[src/rtl/popcount_seq.sv]
// Sequential population counter: examines CHUNK bits per cycle of a latched word,
// counting ones or zeros, and optionally accumulates into a saturating running total.
module popcount_seq #(
  parameter int WIDTH = 16,
  parameter int CHUNK = 4,
  parameter int TOTW  = 16
) (
  input  logic                             clk,
  input  logic                             rst_n,
  input  logic                             in_valid,
  output logic                             in_ready,
  input  logic [WIDTH-1:0]                 in_data,
  input  logic                             mode,
  input  logic                             accum_en,
  input  logic                             clear,
  output logic                             out_valid,
  input  logic                             out_ready,
  output logic [$clog2(WIDTH+1)-1:0]       out_count,
  output logic [TOTW-1:0]                  out_total,
  output logic                             sat
);

  localparam int CW = $clog2(WIDTH + 1);
  localparam int N  = WIDTH / CHUNK;
  localparam int IW = (N > 1) ? $clog2(N) : 1;
  // Sum width leaves one headroom bit above whichever of total/count is wider.
  localparam int SW = ((TOTW > CW) ? TOTW : CW) + 1;
  localparam logic [SW-1:0] TMAX = {{(SW - TOTW){1'b0}}, {TOTW{1'b1}}};

  typedef enum logic [1:0] {
    IDLE  = 2'd0,
    COUNT = 2'd1,
    DONE  = 2'd2
  } state_t;

  // Number of bits in one chunk that match the selected value (zeros=1 counts zeros).
  function automatic logic [CW-1:0] chunk_count(input logic [CHUNK-1:0] bits, input logic zeros);
    logic [CW-1:0] acc;
    acc = '0;
    for (int i = 0; i < CHUNK; i++) begin
      acc = acc + CW'(bits[i] ^ zeros);
    end
    return acc;
  endfunction

  state_t            state_r;
  state_t            state_nxt_s;
  logic [WIDTH-1:0]  data_r;
  logic              mode_r;
  logic              accum_r;
  logic [IW-1:0]     idx_r;
  logic [CW-1:0]     part_r;
  logic [CW-1:0]     out_count_r;
  logic [TOTW-1:0]   out_total_r;
  logic              sat_r;

  logic [CHUNK-1:0]  chunk_s;
  logic              last_s;
  logic [CW-1:0]     next_part_s;
  logic [SW-1:0]     sum_s;
  logic              ovf_s;
  logic [TOTW-1:0]   total_upd_s;

  assign chunk_s     = data_r[int'(idx_r) * CHUNK +: CHUNK];
  assign last_s      = (idx_r == IW'(N - 1));
  assign next_part_s = part_r + chunk_count(chunk_s, mode_r);
  assign sum_s       = SW'(out_total_r) + SW'(next_part_s);
  assign ovf_s       = (sum_s > TMAX);
  assign total_upd_s = ovf_s ? TMAX[TOTW-1:0] : sum_s[TOTW-1:0];

  assign in_ready  = (state_r == IDLE);
  assign out_valid = (state_r == DONE);
  assign out_count = out_count_r;
  assign out_total = out_total_r;
  assign sat       = sat_r;

  // State register.
  always_ff @(posedge clk or negedge rst_n) begin
    if (!rst_n) begin
      state_r <= IDLE;
    end else begin
      state_r <= state_nxt_s;
    end
  end

  // Next-state decode.
  always_comb begin
    state_nxt_s = state_r;
    case (state_r)
      IDLE: begin
        if (in_valid) state_nxt_s = COUNT;
        else          state_nxt_s = IDLE;
      end
      COUNT: begin
        if (last_s) state_nxt_s = DONE;
        else        state_nxt_s = COUNT;
      end
      DONE: begin
        if (out_ready) state_nxt_s = IDLE;
        else           state_nxt_s = DONE;
      end
      default: state_nxt_s = IDLE;
    endcase
  end

  // Word capture, chunk walk and result register.
  always_ff @(posedge clk or negedge rst_n) begin
    if (!rst_n) begin
      data_r      <= '0;
      mode_r      <= 1'b0;
      accum_r     <= 1'b0;
      idx_r       <= '0;
      part_r      <= '0;
      out_count_r <= '0;
    end else begin
      case (state_r)
        IDLE: begin
          if (in_valid) begin
            data_r  <= in_data;
            mode_r  <= mode;
            accum_r <= accum_en;
            idx_r   <= '0;
            part_r  <= '0;
          end
        end
        COUNT: begin
          part_r <= next_part_s;
          idx_r  <= idx_r + IW'(1);
          if (last_s) out_count_r <= next_part_s;
        end
        default: begin
        end
      endcase
    end
  end

  // Running total; a clear on the same edge as an update takes priority.
  always_ff @(posedge clk or negedge rst_n) begin
    if (!rst_n) begin
      out_total_r <= '0;
      sat_r       <= 1'b0;
    end else if (clear) begin
      out_total_r <= '0;
      sat_r       <= 1'b0;
    end else if ((state_r == COUNT) && last_s && accum_r) begin
      out_total_r <= total_upd_s;
      sat_r       <= sat_r | ovf_s;
    end
  end

endmodule

[config.mk]
export PLATFORM = sky130hd
export DESIGN_NAME = popcount_seq
export DESIGN_NICKNAME = d
export VERILOG_FILES = /design/src/rtl/popcount_seq.sv
export SDC_FILE = /design/constraint.sdc
export NUM_CORES = 1
export LEC_CHECK = 0
export BUFFER_PORTS_ARGS = -buffer_cell sky130_fd_sc_hd__buf_2
export CAP_MARGIN = 10
export CELL_PAD_IN_SITES_DETAIL_PLACEMENT = 0
export CELL_PAD_IN_SITES_GLOBAL_PLACEMENT = 1
export CORE_AREA = 2 2 83 77
export CTS_CLUSTER_SIZE = 24
export DETAILED_ROUTE_END_ITERATION = 8
export DIE_AREA = 0 0 85 79
export HOLD_SLACK_MARGIN = 0.03
export PLACE_DENSITY_LB_ADDON = 0.1
export SETUP_SLACK_MARGIN = 0.1
export SLEW_MARGIN = 10
export SYNTH_ARGS = -nofsm -noshare
export SYNTH_HDL_FRONTEND = slang
export SYNTH_SLANG_ARGS = --single-unit
[constraint.sdc]
create_clock -name clk -period 13.9 [get_ports clk]
set_clock_uncertainty 0.2 [all_clocks]
set_input_delay 3.475 -clock clk [delete_from_list [all_inputs] [get_ports clk]]
set_output_delay 3.475 -clock clk [all_outputs]
set_load 0.01 [all_outputs]
* Yosys cells after proc, flatten, opt, wreduce, memory -nomap -nowiden *
Cells that the tools add are included.
W data, S select, Z words.

storage, ports and cells
  register bits = 49
  bits of input ports = 23
  output and inout bits = 24
  word-level logic and storage cells = 47

cells by class
  add/subtract/negate cells = 6
  $lt $le $gt $ge = 1
  equality and inequality tests = 4
  shift operators = 1
  multiplexer cells = 13
  bitwise operators = 5
  reduce and logical (&&, ||, !) cells = 8

operators by type and width
  kind                    number
  $mux W16                3
  $add A16 B5 Y17         1
  $gt A17 B16 Y1 const B  1
  $shiftx A16 B5 Y4       1
  $pmux W5 S2             1
  $mux W2                 3
  $pmux W2 S3             1
  $reduce_and A2 Y1       3
  $add A5 B4 Y5           1
  $mux W5                 1
  $add A3 B1 Y4           1
  $eq A2 B2 Y1 const B    2
  $pmux W2 S2             1
  $reduce_bool A2 Y1      2
  $xor A1 B1 Y1           4
  $add A2 B1 Y3           1
  $mux W1                 3
  $add A1 B1 Y2           1
  $add A2 B1 Y2 const B   1
  $eq A2 B1 Y1 const B    1
  $logic_and A1 B1 Y1     2
  $logic_not A2 Y1        1
  $ne A2 B2 Y1 const B    1
  $or A1 B1 Y1            1

* Depth between registers and ports, before layout *
Gate-level depths: netlist of run 1.

  depth after elaboration = 11
  depth in mapped cells = 17
  depth with buffers taken out = 15

* Worst setup path before layout of run 1 *
No wires, ideal clock.

  kind = input-to-reg
  from = input in_valid
  to = register mode_r
  setup time = 65 ps
  arrival time = 4389 ps
  data required time = 13635 ps
  setup slack = 9246 ps
  stages on the path = 5
  buffers on the path = 2
  path through = nor3b_1 -> clkbuf_1 -> clkbuf_1 -> nand2_1 -> nand2_1

on the way
  longest elaborated chain between the ends = 1

RTL lines
  what                                line  text
  start: declaration                  10    input logic in_valid,
  $reduce_and A2 Y1 (no source line)  -
  end signal: assignment              120   mode_r <= mode;
  end: declaration                    49    logic mode_r;

Every way passes these cells.
A chain may end at the register's enable or synchronous reset.

* Final worst setup path of run 1 *
  from = register state_r[0]
  to = output out_valid

on the way
  longest elaborated chain between the ends = 1

RTL lines
  what                      line  text
  start: declaration        46    state_t state_r;
  start signal: assignment  82    state_r <= state_nxt_s;
  $eq A2 B2 Y1              72    assign out_valid = (state_r == DONE);
  end: declaration          16    output logic out_valid,

Every way passes these cells.

==> metrics, run 1 <==
status finished clean; Int Pwr 413 µW; Power, Total 728 µW; Clock power frac 14.6%; Worst Hold Slack 0.277 ns; Synth Flop Type dfrtp_1; total grt overflow 0; Hold Vio Cnt, Final 0; CP Capture Type output port; final setup fails 0; CTS sink cnt 49; synth unique cells 48; # port buffers 46; fillers 543; non-filler cells in the finished layout 386; Worst Path Arrival 1.10 ns; HP Class flop to flop; DIE HEIGHT 79 µm; Vias per Instance 5.35; CTS root buf clkbuf_8; Slew @ Worst Pin 0.727 ns; Die W 85 µm; Sw Ratio 43.3%; number of global-route vias before repair 1887; FF/Latch Area 0.00123 mm²; number of setup buffers added after CTS 0; ant diodes 0; die area 0.00672 mm²; Syn Inst Count 268; cell row count 27; VDD IR max 0.118 mV; YS warnings 0; drt first-iter violations 105; CTS tree done; Post-Synthesis Net Count 303; final worst-path cycle share 34.4%; Post-Syn Area 0.00262 mm²; TNS Setup 0 ns; most common cell after layout, fill and taps aside nand2_1; GP Congestion 0.822; I/O Pins 47; P per Cell Area 242 mW/mm²; final core utilization 51.0%; Max Slew Vio Count 0; nets@finish 348; syn avg cell area 9.76 µm²; post-placement cell count 378; Max-slew headroom 51.4%; post-synthesis sequential area ratio 46.9%; max-cap violations 0; RSZ-0062 raised after global routing false; starting density of the core 44.2%; number of antenna violations at the first check in global routing 0; Routed WL per cell 14.5 µm; asr flop ratio synth 100%; later-pin clock latency in the skew report 0.30 ns; DR DRC count 0; DRT Wirelength 5.58 mm; DRT antenna net count 0; synthesis-stage register bit count 49; Peak Freq 0.209 GHz; area of the multi-input gates 0.00128 mm²; Global Route Usage Sum 17.9%; Startpoint Class flop; first-pass GRT wire length 9.49 mm; post-CTS sizing 0; htree depth 2; maximum fanout along the worst path 6; Post-CTS Hold Buffers 0; Flop pwr share 31.4%; P&R area growth vs syn 15.2%; Reg clk slew, reported paths 0.09 ns; CP required 10.22 ns; Comb pwr share 54.0%; largest net degree at the start of global routing 50; commonest cells after routing, fill and taps aside nand2_1 (67), dfrtp_1 (49), buf_2 (46), o21ai_0 (17), inv_1 (13); number of synthesized flops with an enable pin 0; worst reg2reg path depth 14; DP HPWL 3.97 mm; sw power 315 µW; vias 2065; P_leak 0.00153 µW; core area 0.00591 mm²; worst setup path category flop to output port; hold path cells 2; router iterations before antenna repair 4; share of cells above drive strength 1 22.9%; clock buffer depth 2; CTS buffer count 5; crit path time final 4.78 ns
==> worst paths after layout <==
path / start / endpoint / slack [ns]
max: state_r[0]$_DFF_PN0_ / out_valid / 9.12
min: data_r[3]$_DFFE_PN0P_ / data_r[3]$_DFFE_PN0P_ / 0.28
max reg2reg: idx_r[0]$_DFFE_PN0P_ / out_total[9]$_DFFE_PN0P_ / 9.15
min reg2reg: data_r[3]$_DFFE_PN0P_ / data_r[3]$_DFFE_PN0P_ / 0.28
max in group asynchronous: rst_n / sat$_DFFE_PN0P_ / 10.00
min in group asynchronous: rst_n / out_count[3]$_DFFE_PN0P_ / 3.06
==> logic make-up (layout without fill, tap and decap cells) <==
| logic type | count (synthesis) | after routing | share of synthesized area, % |
|---|---|---|---|
| AO/OA/AOI/OAI | 51 | 51 | 12.7 |
| XOR/XNOR | 9 | 9 | 3.01 |
| adder cells (fa/ha/maj) | 12 | 12 | 6.89 |
| buffers and inverters | 24 | 70 | 4.40 |
| flip-flops | 49 | 49 | 46.9 |
| multiplexers | 6 | 6 | 4.31 |
| AND/OR/NAND/NOR | 117 | 117 | 21.8 |
==> synth_stat cells (2+ instances only) <==
library cell   n  area share, %
nor3_1         5           0.96
o31ai_1        4            1.1
buf_4          2           0.57
a211oi_1       4            1.1
fa_1           4            3.1
or4_1          5            1.4
and3_1         4           0.96
mux4_2         4            3.4
a21o_2         2           0.67
nand2b_1       2           0.48
inv_1         13            1.9
nor2_1         9            1.3
a221oi_1       2           0.67
mux2_2         2           0.86
clkbuf_1       6           0.86
ha_1           8            3.8
a21oi_1        7            1.3
nand3b_1       2           0.57
nand3_1        7            1.3
o21ai_0       17            3.3
a31oi_1        7            1.7
or3_2          2           0.57
xor2_1         7            2.3
nand2_1       67            9.6
xnor2_1        2           0.67
dfrtp_1       49             47
nor2b_1        4           0.96
==> routing by layer <==
| layer | routed length (µm) | vias up | GRT usage (%) |
|---|---|---|---|
| li1 | - | 1030 | - |
| met2 | 2330 | 45 | 24.5 |
| met3 | 275 | 2 | 4.99 |
| met4 | 23 | 0 | 3.81 |
| met1 | 2950 | 988 | 28.0 |
| met5 | 0 | - | 0 |
==> cell type report <==
class                           instances  area share, %
Inverter                               13           1.62
Clock buffer                            7           2.87
Sequential cell                        49           40.7
Clock inverter                          1          0.997
Timing Repair Buffer                   49           8.39
Multi-Input combinational cell        195           42.4
Tap cell                               72           2.99
==> registers in the layout, summed over array words and instances (netlist names) <==
register and cells:
out_count 5, state_r 2, part_r 5, mode_r 1
out_total 16, idx_r 2, data_r 16, accum_r 1
sat 1
==> stage by stage <==
stage | setup slack, ns | instance area (µm²)
2_1_floorplan | 9.25 | 2620
3_3_place_gp | 9.18 | 2900
3_5_place_dp | 9.15 | 2900
4_1_cts | 9.11 | 3010
5_1_grt | 8.87 | 3010
6_report | 9.12 | 3010
==> power by group through the flow <==
stage	clock, µW	combinational (µW)	sequential, µW
global route	118	455	237
CTS	110	399	229
finish	106	393	229
floorplan	0	305	219
global placement	0	390	231
detailed placement	0	394	231
==> critical path, cell delays in order, from the launching register on <==
cell      delay, ns
dfrtp_1        0.45
nand2b_1       0.18
inv_1          0.05
buf_2          0.12
No activity file was read; power rests on OpenSTA's default activity.
==> run 2, diff against run 1 <==
--- a/config.mk
+++ b/config.mk
@@ -9,10 +9,10 @@
 export CAP_MARGIN = 10
 export CELL_PAD_IN_SITES_DETAIL_PLACEMENT = 0
 export CELL_PAD_IN_SITES_GLOBAL_PLACEMENT = 1
-export CORE_AREA = 2 2 83 77
+export CORE_AREA = 2 2 91 84
 export CTS_CLUSTER_SIZE = 24
 export DETAILED_ROUTE_END_ITERATION = 8
-export DIE_AREA = 0 0 85 79
+export DIE_AREA = 0 0 93 86
 export HOLD_SLACK_MARGIN = 0.03
 export PLACE_DENSITY_LB_ADDON = 0.1
 export SETUP_SLACK_MARGIN = 0.1
==> constraint.sdc (replaced) <==
create_clock -name clk -period 3.9 [get_ports clk]
set_clock_uncertainty 0.2 [all_clocks]
set_input_delay 0.975 -clock clk [delete_from_list [all_inputs] [get_ports clk]]
set_output_delay 0.975 -clock clk [all_outputs]
set_load 0.01 [all_outputs]
==> metrics, run 2 (synthesis gave the netlist of run 1 again) <==
GP Congestion 0.788 (was 0.822); total grt overflow 0 (unchanged); Power, Total 3290 µW (was 728 µW); first-pass GRT wire length 10.5 mm (was 9.49 mm); CTS tree done (unchanged); DIE HEIGHT 86 µm (was 79 µm); maximum fanout along the worst path 5 (was 6); final setup fails 17 (was 0); router iterations before antenna repair 4 (unchanged); Reg clk slew, reported paths 0.09 ns (about the same); P&R area growth vs syn 29.3% (was 15.2%); clock buffer depth 2 (unchanged); RSZ-0062 raised after global routing true (was false); Worst Hold Slack 0.278 ns (was 0.277 ns); Hold Vio Cnt, Final 0 (unchanged); worst setup path category flop to flop (was flop to output port); Vias per Instance 5.00 (was 5.35); core area 0.00697 mm² (was 0.00591 mm²); CP required 3.88 ns (was 10.22 ns); DP HPWL 4.46 mm (was 3.97 mm); Max Slew Vio Count 0 (unchanged); later-pin clock latency in the skew report 0.30 ns (about the same); fillers 699 (was 543); HP Class flop to flop (unchanged); DRT Wirelength 6.12 mm (was 5.58 mm); Startpoint Class flop (unchanged); number of antenna violations at the first check in global routing 0 (unchanged); nets@finish 371 (was 348); Post-CTS Hold Buffers 0 (unchanged); CTS buffer count 5 (unchanged); CTS root buf clkbuf_8 (unchanged); most common cell after layout, fill and taps aside nand2_1 (unchanged); Slew @ Worst Pin 1.10 ns (was 0.727 ns); Die W 93 µm (was 85 µm); CTS sink cnt 49 (unchanged); I/O Pins 47 (unchanged); area of the multi-input gates 0.00143 mm² (was 0.00128 mm²); status complete, but fails checks (was finished clean); P_leak 0.00166 µW (was 0.00153 µW); Max-slew headroom 26.0% (was 51.4%); die area 0.00800 mm² (was 0.00672 mm²); failing checks setup timing; commonest cells after routing, fill and taps aside nand2_1 (66), dfrtp_1 (48), buf_2 (46), buf_4 (24), o21ai_0 (16) (was nand2_1 (67), dfrtp_1 (49), buf_2 (46), o21ai_0 (17), inv_1 (13)); share of cells above drive strength 1 35.3% (was 22.9%); Peak Freq 0.241 GHz; final core utilization 48.5% (was 51.0%); FF/Latch Area 0.00123 mm² (about the same); CP Capture Type flop (was output port); # port buffers 46 (unchanged); largest net degree at the start of global routing 28 (was 50); Routed WL per cell 14.2 µm (was 14.5 µm); Global Route Usage Sum 16.6% (was 17.9%); DR DRC count 0 (unchanged); cell row count 29 (was 27); Final WS setup -0.254 ns (was 9.12 ns); vias 2151 (was 2065); VDD IR max 0.391 mV (was 0.118 mV); htree depth 2 (unchanged); TNS Setup -3.10 ns (was 0 ns); max-cap violations 0 (unchanged); crit path time final 4.15 ns; drt first-iter violations 95 (was 105); ant diodes 0 (unchanged); P per Cell Area 974 mW/mm² (was 242 mW/mm²); starting density of the core 37.5% (was 44.2%); Worst Path Arrival 4.14 ns (was 1.10 ns); number of global-route vias before repair 2102 (was 1887); DRT antenna net count 0 (unchanged); final worst-path cycle share 107%
## run 2: changes by cell type in the layout (fill, tap and decap cells not counted), sizes merged
cell | previous run | this run
buf | 49 | 72
## run 2: area by class of cell
cell class,count,area share (%)
Multi-Input combinational cell,195,42.3
Sequential cell,49,36.3
Timing Repair Buffer,72,13.1
Tap cell,93,3.44
Clock buffer,7,2.55
Inverter,13,1.44
Clock inverter,1,0.888
## run 2: metrics by stage
stage / instances / setup WS, ns / cell area (µm²)
detailed placement: 419 / -0.436 / 3150
floorplan: 268 / -0.295 / 2690
CTS: 430 / -0.316 / 3370
global route: 430 / -0.454 / 3380
finish: 430 / -0.254 / 3380
global placement: 419 / -0.403 / 3150
## run 2: worst paths after layout
kind / start / endpoint / slack, ns / depth (start not counted)
max in group asynchronous: rst_n / idx_r[0]$_DFFE_PN0P_ / 2.25 / 2
min in group asynchronous: rst_n / data_r[4]$_DFFE_PN0P_ / 0.49 / 1
max: idx_r[0]$_DFFE_PN0P_ / out_total[15]$_DFFE_PN0P_ / -0.25 / 14
max reg2reg: idx_r[0]$_DFFE_PN0P_ / out_total[15]$_DFFE_PN0P_ / -0.25 / 14
min: out_count[3]$_DFFE_PN0P_ / out_count[3]$_DFFE_PN0P_ / 0.28 / 2
min reg2reg: out_count[3]$_DFFE_PN0P_ / out_count[3]$_DFFE_PN0P_ / 0.28 / 2
## run 2: worst max-delay path, cell delays in order, from the launching register on
cell	delay (ns)
dfrtp_2	0.41
mux4_2	0.54
xor2_2	0.17
fa_1	0.52
inv_2	0.04
fa_2	0.36
inv_2	0.06
fa_2	0.19
buf_4	0.12
xor2_2	0.24
ha_4	0.26
and3_4	0.17
a221o_1	0.35
o41ai_2	0.31
a21oi_1	0.07
## run 2: layer usage
layer | vias to the layer above | GRT usage (%) | part of all wire (%)
li1 | 1075 | - | -
met1 | 1012 | 24.9 | 52
met2 | 57 | 24.6 | 43
met3 | 7 | 3.16 | 4.4
met4 | 0 | 4.41 | 1.1
met5 | - | 0 | 0
## run 2: report_power, final
group | internal (µW) | total (µW) | leakage, µW | switching, µW
sequential | 676 | 806 | 0.000636 | 130
combinational | 1070 | 2110 | 0.000961 | 1040
clock | 209 | 378 | 0.0000585 | 169
## run 2: timing repair
| item | 4_1_cts | 5_1_grt |
|---|---|---|
| resized for setup | 13 | 3 |
| setup endpoints to repair | 17 | 17 |
| pin swaps | 15 | 4 |
| setup buffers | 3 | 0 |
